===== config.mk =====
export PLATFORM = sky130hd
export DESIGN_NAME = motoro3_pwm_capture
export DESIGN_NICKNAME = d
export VERILOG_FILES = /design/src/rtl/motoro3_pkg.sv /design/src/rtl/motoro3_sync_edge.sv /design/src/rtl/motoro3_pwm_capture.sv
export SDC_FILE = /design/constraint.sdc
export NUM_CORES = 1
export LEC_CHECK = 0
export ABC_CLOCK_PERIOD_IN_PS = 4700
export BUFFER_PORTS_ARGS = -buffer_cell sky130_fd_sc_hd__buf_2
export CAP_MARGIN = 20
export CORE_ASPECT_RATIO = 0.5
export CORE_MARGIN = 10
export CORE_UTILIZATION = 50
export DETAILED_ROUTE_END_ITERATION = 10
export PLACE_DENSITY = 0.78
export SYNTH_ARGS = -nofsm -noshare
export SYNTH_HDL_FRONTEND = slang
export SYNTH_SLANG_ARGS = --single-unit

===== constraint.sdc =====
create_clock -name clk -period 4.7 [get_ports clk]
set_input_delay 0.705 -clock clk [delete_from_list [all_inputs] [get_ports clk]]
set_output_delay 0.705 -clock clk [all_outputs]
set_load 0.1 [all_outputs]

===== src/rtl/motoro3_pkg.sv =====
// rtl/motoro3_pkg.sv - shared widths, saturation constants and state type for the PWM capture block
// Contents:
//   CNT_W      counter and result width
//   CNT_MAX    saturation value of every phase counter
//   capState_t capture state machine encoding
//   satInc     saturating increment used by both phase counters
package motoro3_pkg;

   localparam int CNT_W = 13;
   localparam logic [CNT_W-1:0] CNT_MAX    = '1;
   localparam logic [CNT_W-1:0] CNT_ONE    = {{(CNT_W-1){1'b0}}, 1'b1};
   localparam logic [CNT_W-1:0] CNT_MAX_M1 = CNT_MAX - CNT_ONE;

   typedef enum logic [1:0] {
      IDLE,
      HIGH,
      LOW
   } capState_t;

   function automatic logic [CNT_W-1:0] satInc(input logic [CNT_W-1:0] v);
      return (v == CNT_MAX) ? v : v + CNT_ONE;
   endfunction

endpackage


===== src/rtl/motoro3_sync_edge.sv =====
// rtl/motoro3_sync_edge.sv - pwmIn synchronizer with registered edge detection
// Ports:
//   clk    in   system clock
//   nRst   in   asynchronous active-low reset
//   pwmIn  in   PWM line, asynchronous to clk
//   pwmS   out  synchronized PWM level
//   rise   out  pwmS went 0 -> 1 this cycle
//   fall   out  pwmS went 1 -> 0 this cycle
module motoro3_sync_edge #(
   parameter int SYNC_STAGES = 2
) (
   input  logic clk,
   input  logic nRst,
   input  logic pwmIn,
   output logic pwmS,
   output logic rise,
   output logic fall
);

   logic [SYNC_STAGES-1:0] syncQ;
   logic                   pwmD;

   // Not touched by the capture clear: only nRst resets the chain.
   always_ff @(posedge clk or negedge nRst) begin
      if (!nRst) begin
         syncQ <= '0;
         pwmD  <= 1'b0;
      end else begin
         syncQ <= {syncQ[SYNC_STAGES-2:0], pwmIn};
         pwmD  <= pwmS;
      end
   end

   assign pwmS = syncQ[SYNC_STAGES-1];
   assign rise = pwmS & ~pwmD;
   assign fall = ~pwmS & pwmD;

endmodule


===== src/rtl/motoro3_pwm_capture.sv =====
// rtl/motoro3_pwm_capture.sv - PWM on/off phase length capture with stuck-line detection
// Ports:
//   clk       in   system clock, 10 MHz
//   nRst      in   asynchronous active-low reset
//   pwmIn     in   PWM line, asynchronous to clk
//   capClr    in   synchronous clear, highest priority
//   onTime    out  last measured high length in cycles
//   offTime   out  last measured low length in cycles
//   capValid  out  one-cycle strobe, onTime/offTime updated
//   stuckHi   out  high phase reached CNT_MAX
//   stuckLo   out  low phase reached CNT_MAX
module motoro3_pwm_capture
   import motoro3_pkg::*;
#(
   parameter int SYNC_STAGES = 2
) (
   input  logic             clk,
   input  logic             nRst,
   input  logic             pwmIn,
   input  logic             capClr,
   output logic [CNT_W-1:0] onTime,
   output logic [CNT_W-1:0] offTime,
   output logic             capValid,
   output logic             stuckHi,
   output logic             stuckLo
);

   logic pwmS;
   logic rise;
   logic fall;

   motoro3_sync_edge #(
      .SYNC_STAGES(SYNC_STAGES)
   ) uSyncEdge (
      .clk   (clk),
      .nRst  (nRst),
      .pwmIn (pwmIn),
      .pwmS  (pwmS),
      .rise  (rise),
      .fall  (fall)
   );

   capState_t        state,    stateNxt;
   logic [CNT_W-1:0] hiCnt,    hiCntNxt;
   logic [CNT_W-1:0] loCnt,    loCntNxt;
   logic [CNT_W-1:0] hiLat,    hiLatNxt;
   logic [CNT_W-1:0] onNxt,    offNxt;
   logic             validNxt, stuckHiNxt, stuckLoNxt;

   always_ff @(posedge clk or negedge nRst) begin
      if (!nRst) begin
         state    <= IDLE;
         hiCnt    <= '0;
         loCnt    <= '0;
         hiLat    <= '0;
         onTime   <= '0;
         offTime  <= '0;
         capValid <= 1'b0;
         stuckHi  <= 1'b0;
         stuckLo  <= 1'b0;
      end else begin
         state    <= stateNxt;
         hiCnt    <= hiCntNxt;
         loCnt    <= loCntNxt;
         hiLat    <= hiLatNxt;
         onTime   <= onNxt;
         offTime  <= offNxt;
         capValid <= validNxt;
         stuckHi  <= stuckHiNxt;
         stuckLo  <= stuckLoNxt;
      end
   end

   always_comb begin
      stateNxt   = state;
      hiCntNxt   = hiCnt;
      loCntNxt   = loCnt;
      hiLatNxt   = hiLat;
      onNxt      = onTime;
      offNxt     = offTime;
      validNxt   = 1'b0;
      stuckHiNxt = stuckHi;
      stuckLoNxt = stuckLo;

      if (capClr) begin
         stateNxt   = IDLE;
         hiCntNxt   = '0;
         loCntNxt   = '0;
         hiLatNxt   = '0;
         onNxt      = '0;
         offNxt     = '0;
         stuckHiNxt = 1'b0;
         stuckLoNxt = 1'b0;
      end else begin
         case (state)
            IDLE: begin
               // First rise only arms the measurement: the period before it is partial.
               if (rise) begin
                  hiCntNxt = CNT_ONE;
                  stateNxt = HIGH;
               end else begin
                  loCntNxt = satInc(loCnt);
                  if (loCnt == CNT_MAX_M1) begin
                     stuckLoNxt = 1'b1;
                     onNxt      = '0;
                     offNxt     = CNT_MAX;
                     validNxt   = 1'b1;
                     stateNxt   = LOW;
                  end
               end
            end
            HIGH: begin
               if (fall) begin
                  hiLatNxt   = hiCnt;
                  loCntNxt   = CNT_ONE;
                  stuckHiNxt = 1'b0;
                  stateNxt   = LOW;
               end else if (pwmS) begin
                  hiCntNxt = satInc(hiCnt);
                  // Only the step into saturation reports, so the pulse fires once.
                  if (hiCnt == CNT_MAX_M1) begin
                     stuckHiNxt = 1'b1;
                     onNxt      = CNT_MAX;
                     offNxt     = '0;
                     validNxt   = 1'b1;
                  end
               end
            end
            LOW: begin
               if (rise) begin
                  onNxt      = hiLat;
                  offNxt     = loCnt;
                  validNxt   = 1'b1;
                  hiCntNxt   = CNT_ONE;
                  stuckLoNxt = 1'b0;
                  stateNxt   = HIGH;
               end else if (!pwmS) begin
                  loCntNxt = satInc(loCnt);
                  if (loCnt == CNT_MAX_M1) begin
                     stuckLoNxt = 1'b1;
                     onNxt      = '0;
                     offNxt     = CNT_MAX;
                     validNxt   = 1'b1;
                  end
               end
            end
            default: stateNxt = IDLE;
         endcase
      end
   end

endmodule


==> results.md, run 1 <==
- Clk buf depth: 2
- Syn Nets: 432
- # H-tree levels: 3
- RSZ-0062 raised after global routing: no
- Post-CTS Setup Repair Bufs: 0
- Synth top area cells: dfrtp_1, a21o_1, nand2_1
- Max-slew headroom: 0.3371
- CTS tree: done
- Max rail drop VDD: 0.3383 mV
- Initial Utilization: 0.5110
- Max_cap viols: 0
- Async S/R FF share, synth: 1.000
- Critical Path AT: 2.96 ns
- Post-cts resize count: 0
- DR vias: 3,370
- Clk sinks: 73
- Post-synthesis cell area: 0.004059 mm^2
- CP required: 4.92 ns
- Switching share of total power: 0.4790
- Fmax: 365.7 MHz
- DR DRC count: 0
- YS warnings: 0
- Top FF cell, synth: dfrtp_1
- Switching Power: 0.001406 W
- Worst setup SP type: flip-flop
- Critical path cell sequence: ha_1 -> or3b_1 -> nor4_2 -> nor2_1 -> mux2_1
- GP Congestion: 0.8354
- Clock Power Share: 0.233
- GRT Total Usage: 0.1564
- Fin. Hold Viols: 0
- Chip Width: 147.4 um
- First DRT Iteration DRCs: 218
- Pint: 0.001529 W
- Register area share after synthesis: 0.4501
- Area Growth Syn to Fin: 11.47%
- Most common cell after layout, fill and taps aside: dfrtp_1
- Power per cell area: 648.7 mW/mm^2
- First-pass GRT wire length: 16,040 um
- WHS Path Cells: 0
- Clock root cell: clkbuf_16
- Port bufs: 32
- Post-synth EDFFs: 0
- Commonest non-fill, non-tap cells in the layout: dfrtp_1, nand2_1, buf_2
- Die Ht: 83.71 um
- Top delay family on crit path: simple AND/OR/NAND/NOR gates
- Crit path max fanout: 16
- Initial antenna violation count: 0
- Crit path kind: flip-flop to flip-flop
- Hold Path Origin: uSyncEdge.syncQ[0]$_DFF_PN0_
- Antenna diode instance count: 0
- Drt pass-1 iters: 6
- Synth Register Bits: 73
- P_leak: 2.182 nW
- Mapped Cells: 420
- Hold Path Class: flip-flop to flip-flop
- Slew Limit Fails: 0
- Vias per inst: 6.105
- Yosys cell types: 59
- Outcome: completed
- Layout Nets: 448
- Hold buffer count at CTS: 0
- Boundary pin count: 33
- Final Setup Violations: 0
- CP Capture Type: flip-flop
- Largest net degree at the start of global routing: 42
- Final Skew: 0.005620 ns
- CORE AREA: 0.007943 mm^2
- Worst Hold Endpoint: uSyncEdge.syncQ[1]$_DFF_PN0_
- Total CTS buffers: 9
- Post-synth top area share: 0.4501
- Final period util: 0.5819
- Antenna viol nets, final: 0
- Grt total ovfl: 0
- Vias in the first global route: 3,164
- Reg power frac: 0.281
- CP max stage delay: 0.66 ns
- Wire length per cell: 17.21 um
- FF-to-FF End: loCnt[1]$_DFFE_PN0P_
- R2R depth: 5
- CTS clock-pin slew for the worst setup and hold paths: 0.06 ns
- Final wirelength: 9502 um
- Final min period: 2.735 ns
- DIE AREA: 0.01234 mm^2
- Share of cells above drive strength 1: 0.1455
- TNS Setup: 0 ns
- Slowest cell on crit path: nor4_2
- Final core utilization: 0.5696
- FF-to-FF setup slack: 1.97 ns
- Syn Area/Cell: 9.664 um^2
- Site Rows: 23
- Logic pwr share: 0.486
- Worst Path Buf+Inv: 0
- DPL Wire Length: 6284 um
- Clock Latency Late Sink: 0.34 ns
- Area leader, netlist: dfrtp_1
- Reg-to-Reg Start: state[0]$_DFFE_PN0P_
- Worst slew pin tran: 0.9943 ns
## metal layers
metal,global-route usage,part of all wire
met5,0,0
met4,0.04293,0.015
met3,0.05195,0.046
met2,0.2537,0.50
met1,0.1948,0.44
## Yosys cell counts (all sizes together), types with 12 or more instances
cell type,number
a22oi,12
nand2,44
nor2,17
nand4,19
o21a,13
clkbuf,14
a21oi,21
o21ai,22
buf,17
a21o,27
o22a,16
a22o,13
dfrtp,73
## how the worst max path moves through the flow
stage	from	end	slack [ns]	cells after the start
final	state[0]$_DFFE_PN0P_	loCnt[1]$_DFFE_PN0P_	1.97	5
after global routing	state[0]$_DFFE_PN0P_	state[0]$_DFFE_PN0P_	1.80	7
after CTS	state[0]$_DFFE_PN0P_	loCnt[1]$_DFFE_PN0P_	1.98	5
after detailed placement	capClr	hiCnt[3]$_DFFE_PN0P_	1.73	6
after global placement	capClr	hiCnt[3]$_DFFE_PN0P_	1.77	6
after floorplan	state[0]$_DFFE_PN0P_	loCnt[2]$_DFFE_PN0P_	2.50	7
## cells by family (layout without fill, tap and decap cells)
kind of cell / after synthesis / count (layout) / share of synthesized area
simple gates: 139 / 139 / 0.1890
flops: 73 / 73 / 0.4501
mux: 5 / 5 / 0.01325
fa+ha+maj: 8 / 8 / 0.02466
compound gates: 153 / 153 / 0.2731
buf+inv: 42 / 62 / 0.04993
## area by class of cell
cell class,instances,area [um^2]
clock inverter,3,40.04
multi-input combinational,305,2029
clock buffer,12,256.5
sequential,73,1827
timing repair buffer,36,190.2
inverter,11,41.29
fill,707,3418
tap,112,140.1
## per-stage QoR
stage	power (W)	instance area (um^2)	worst slack (ns)	std cells	hold WS [ns]
global route	0.003094	4524	1.805	552	0.3533
floorplan	0.002011	4059	2.499	420	0.3312
detailed placement	0.002257	4228	1.725	537	0.3427
CTS	0.002950	4524	1.985	552	0.3530
global placement	0.002241	4220	1.771	536	0.3330
finish	0.002935	4524	1.965	552	0.3516
## power groups by stage
stage / clock network (W) / registers [W] / logic (W)
final: 0.000683 / 0.000825 / 0.00143
after global routing: 0.000727 / 0.000842 / 0.00152
after CTS: 0.000696 / 0.000825 / 0.00143
after detailed placement: 0 / 0.000834 / 0.00142
after global placement: 0 / 0.000834 / 0.00141
after floorplan: 0 / 0.00137 / 0.000636
## sequential cells by signal, indices dropped and copies added, names as in the netlist
signal / count
uSyncEdge.syncQ: 2
state: 2
loCnt: 13
uSyncEdge.pwmD: 1
stuckHi: 1
offTime: 13
hiCnt: 13
stuckLo: 1
capValid: 1
hiLat: 13
onTime: 13
Note: power is estimated with default switching activity, not from simulation.
==> inputs of run 2 (changes only) <==
Settings changed: ABC_CLOCK_PERIOD_IN_PS 4700 to 2400, PLACE_DENSITY 0.78 to 0.81.
Clock period 4.7 ns to 2.4 ns, I/O delays scaled along.
==> results.md, run 2 (synthesis results as in run 1) <==
- CORE AREA: 0.007943 mm^2 (unchanged)
- Crit path to: hiCnt[6]$_DFFE_PN0P_
- Vias in the first global route: 3,322 (+5.0%)
- Outcome: completed
- Final period util: 0.9177 (+0.3358)
- Top delay family on crit path: simple AND/OR/NAND/NOR gates
- Drt pass-1 iters: 5 (-1)
- Area Growth Syn to Fin: 15.29%
- First DRT Iteration DRCs: 199 (-8.7%)
- Final min period: 2.202 ns (-0.5323 ns)
- Grt total ovfl: 0 (unchanged)
- Initial antenna violation count: 0 (unchanged)
- Final Setup Violations: 0 (unchanged)
- Slowest cell on crit path: or3_1
- Die Ht: 83.71 um (unchanged)
- Initial Utilization: 0.5110 (unchanged)
- Final core utilization: 0.5892 (+0.01953)
- CP required: 2.62 ns (-2.30 ns)
- CTS clock-pin slew for the worst setup and hold paths: 0.06 ns (about the same)
- Boundary pin count: 33 (unchanged)
- Crit path max fanout: 8 (-8)
- Layout Nets: 465 (+3.8%)
- R2R depth: 7 (+2)
- Worst setup SP type: flip-flop
- P_leak: 2.279 nW (+4.4%)
- Max-slew headroom: 0.3971 (+0.06001)
- Chip Width: 147.4 um (unchanged)
- Worst setup startpoint: state[1]$_DFFE_PN0P_
- Critical Path AT: 2.42 ns (-0.54 ns)
- RSZ-0062 raised after global routing: no
- DR vias: 3,434 (+1.9%)
- Worst Path Buf+Inv: 2 (+2)
- DIE AREA: 0.01234 mm^2 (unchanged)
- Worst slew pin tran: 0.9043 ns (-0.09001 ns)
- Port bufs: 32 (unchanged)
- DPL Wire Length: 6441 um (+2.5%)
- Final wirelength: 9442 um (-0.63%)
- Clock Latency Late Sink: 0.33 ns (about the same)
- DR DRC count: 0 (unchanged)
- CTS tree: done
- Reg-to-Reg Start: state[1]$_DFFE_PN0P_
- Slew Limit Fails: 0 (unchanged)
- CP Capture Type: flip-flop
- Clk sinks: 73 (unchanged)
- Site Rows: 23 (unchanged)
- Critical path cell sequence: inv_1 -> ha_2 -> buf_4 -> nand2b_1 -> a31oi_1 -> or3_1 -> o41ai_1
- Clk buf depth: 2 (unchanged)
- Fin. Hold Viols: 0 (unchanged)
- FF-to-FF setup slack: 0.20 ns (-1.77 ns)
- Crit path depth: 7 (+2)
- # fillers: 683 (-3.4%)
- Hold Path Class: input pin to flip-flop
- Share of cells above drive strength 1: 0.1878 (+0.04232)
- Final Skew: 0.007479 ns (+0.001859 ns)
- Total CTS buffers: 9 (unchanged)
- GP Congestion: 0.9523 (+14%)
- TNS Setup: 0 ns (unchanged)
- Power per cell area: 1264 mW/mm^2 (+95%)
- Wire length per cell: 16.56 um (-3.8%)
- Crit path kind: flip-flop to flip-flop
- CP max stage delay: 0.55 ns (-0.11 ns)
- FF-to-FF End: hiCnt[6]$_DFFE_PN0P_
- Most common cell after layout, fill and taps aside: dfrtp_1
- GRT Total Usage: 0.1572 (+0.0007863)
- # H-tree levels: 3 (unchanged)
- Vias per inst: 6.025 (-1.3%)
- Antenna diode instance count: 0 (unchanged)
- Clock root cell: clkbuf_16
- Max rail drop VDD: 0.7542 mV (+120%)
- Largest net degree at the start of global routing: 74 (+76%)
- Antenna viol nets, final: 0 (unchanged)
- Max_cap viols: 0 (unchanged)
- Commonest non-fill, non-tap cells in the layout: dfrtp_1, nand2_1, buf_2
- Fmax: 454.0 MHz (+24%)
- First-pass GRT wire length: 16,420 um (+2.4%)
## run 2: timing repair
item	CTS	global route
hold buffers	0	0
gates resized for setup	0	3
endpoints found under the setup margin	0	23
setup buffers	0	0
## run 2: power breakdown
group / leakage (nW) / switching [W] / internal (W) / total (W)
clock network: 0.159 / 0.000504 / 0.000889 / 0.00139
registers: 0.994 / 0.000166 / 0.00143 / 0.00160
logic: 1.13 / 0.00213 / 0.000795 / 0.00292
total: 2.28 / 0.00280 / 0.00312 / 0.00592
## run 2: per-layer routing
metal,track usage,part of all wire
met3,0.03950,0.049
met5,0,0
met4,0.05098,0.011
met2,0.2586,0.48
met1,0.1978,0.46
## run 2: final cells by class
class | instances | area, um^2 | share of cell area
inverters | 11 | 41.29 | 0.008824
flip-flops and latches | 73 | 1827 | 0.3904
well taps | 112 | 140.1 | 0.02995
clock buffers | 12 | 266.5 | 0.05695
multi-input cells | 305 | 2036 | 0.4350
repair buffers | 53 | 320.3 | 0.06845
clock inverters | 4 | 48.80 | 0.01043
## run 2: per-stage QoR
step / area [um^2] / hold slack [ns] / total power [W] / std cells / setup WS [ns]
after floorplan: 4059 / 0.06441 / 0.003938 / 420 / 0.1993
after global routing: 4679 / 0.1281 / 0.006246 / 570 / 0.02746
after global placement: 4343 / 0.3331 / 0.004464 / 552 / 0.1172
final: 4679 / 0.1320 / 0.005917 / 570 / 0.1976
after detailed placement: 4350 / 0.3347 / 0.004509 / 553 / 0.1403
after CTS: 4666 / 0.1214 / 0.005918 / 569 / 0.1255
## run 2: how the worst min path moves through the flow
| stage | start | to | slack [ns] | cells past startpoint |
|---|---|---|---|---|
| floorplan | nRst | capValid$_DFF_PN0_ | 0.06 | 0 |
| global placement | uSyncEdge.syncQ[0]$_DFF_PN0_ | uSyncEdge.syncQ[1]$_DFF_PN0_ | 0.33 | 0 |
| detailed placement | uSyncEdge.syncQ[0]$_DFF_PN0_ | uSyncEdge.syncQ[1]$_DFF_PN0_ | 0.33 | 0 |
| CTS | pwmIn | uSyncEdge.syncQ[0]$_DFF_PN0_ | 0.12 | 1 |
| global route | pwmIn | uSyncEdge.syncQ[0]$_DFF_PN0_ | 0.13 | 1 |
| finish | pwmIn | uSyncEdge.syncQ[0]$_DFF_PN0_ | 0.13 | 1 |
## run 2: worst reg2reg max path: stages (launching register included)
cell and delay [ns]:
dfrtp_1 0.41, inv_1 0.15, ha_2 0.29, buf_4 0.18, nand2b_1 0.11, a31oi_1 0.11
or3_1 0.55, o41ai_1 0.29
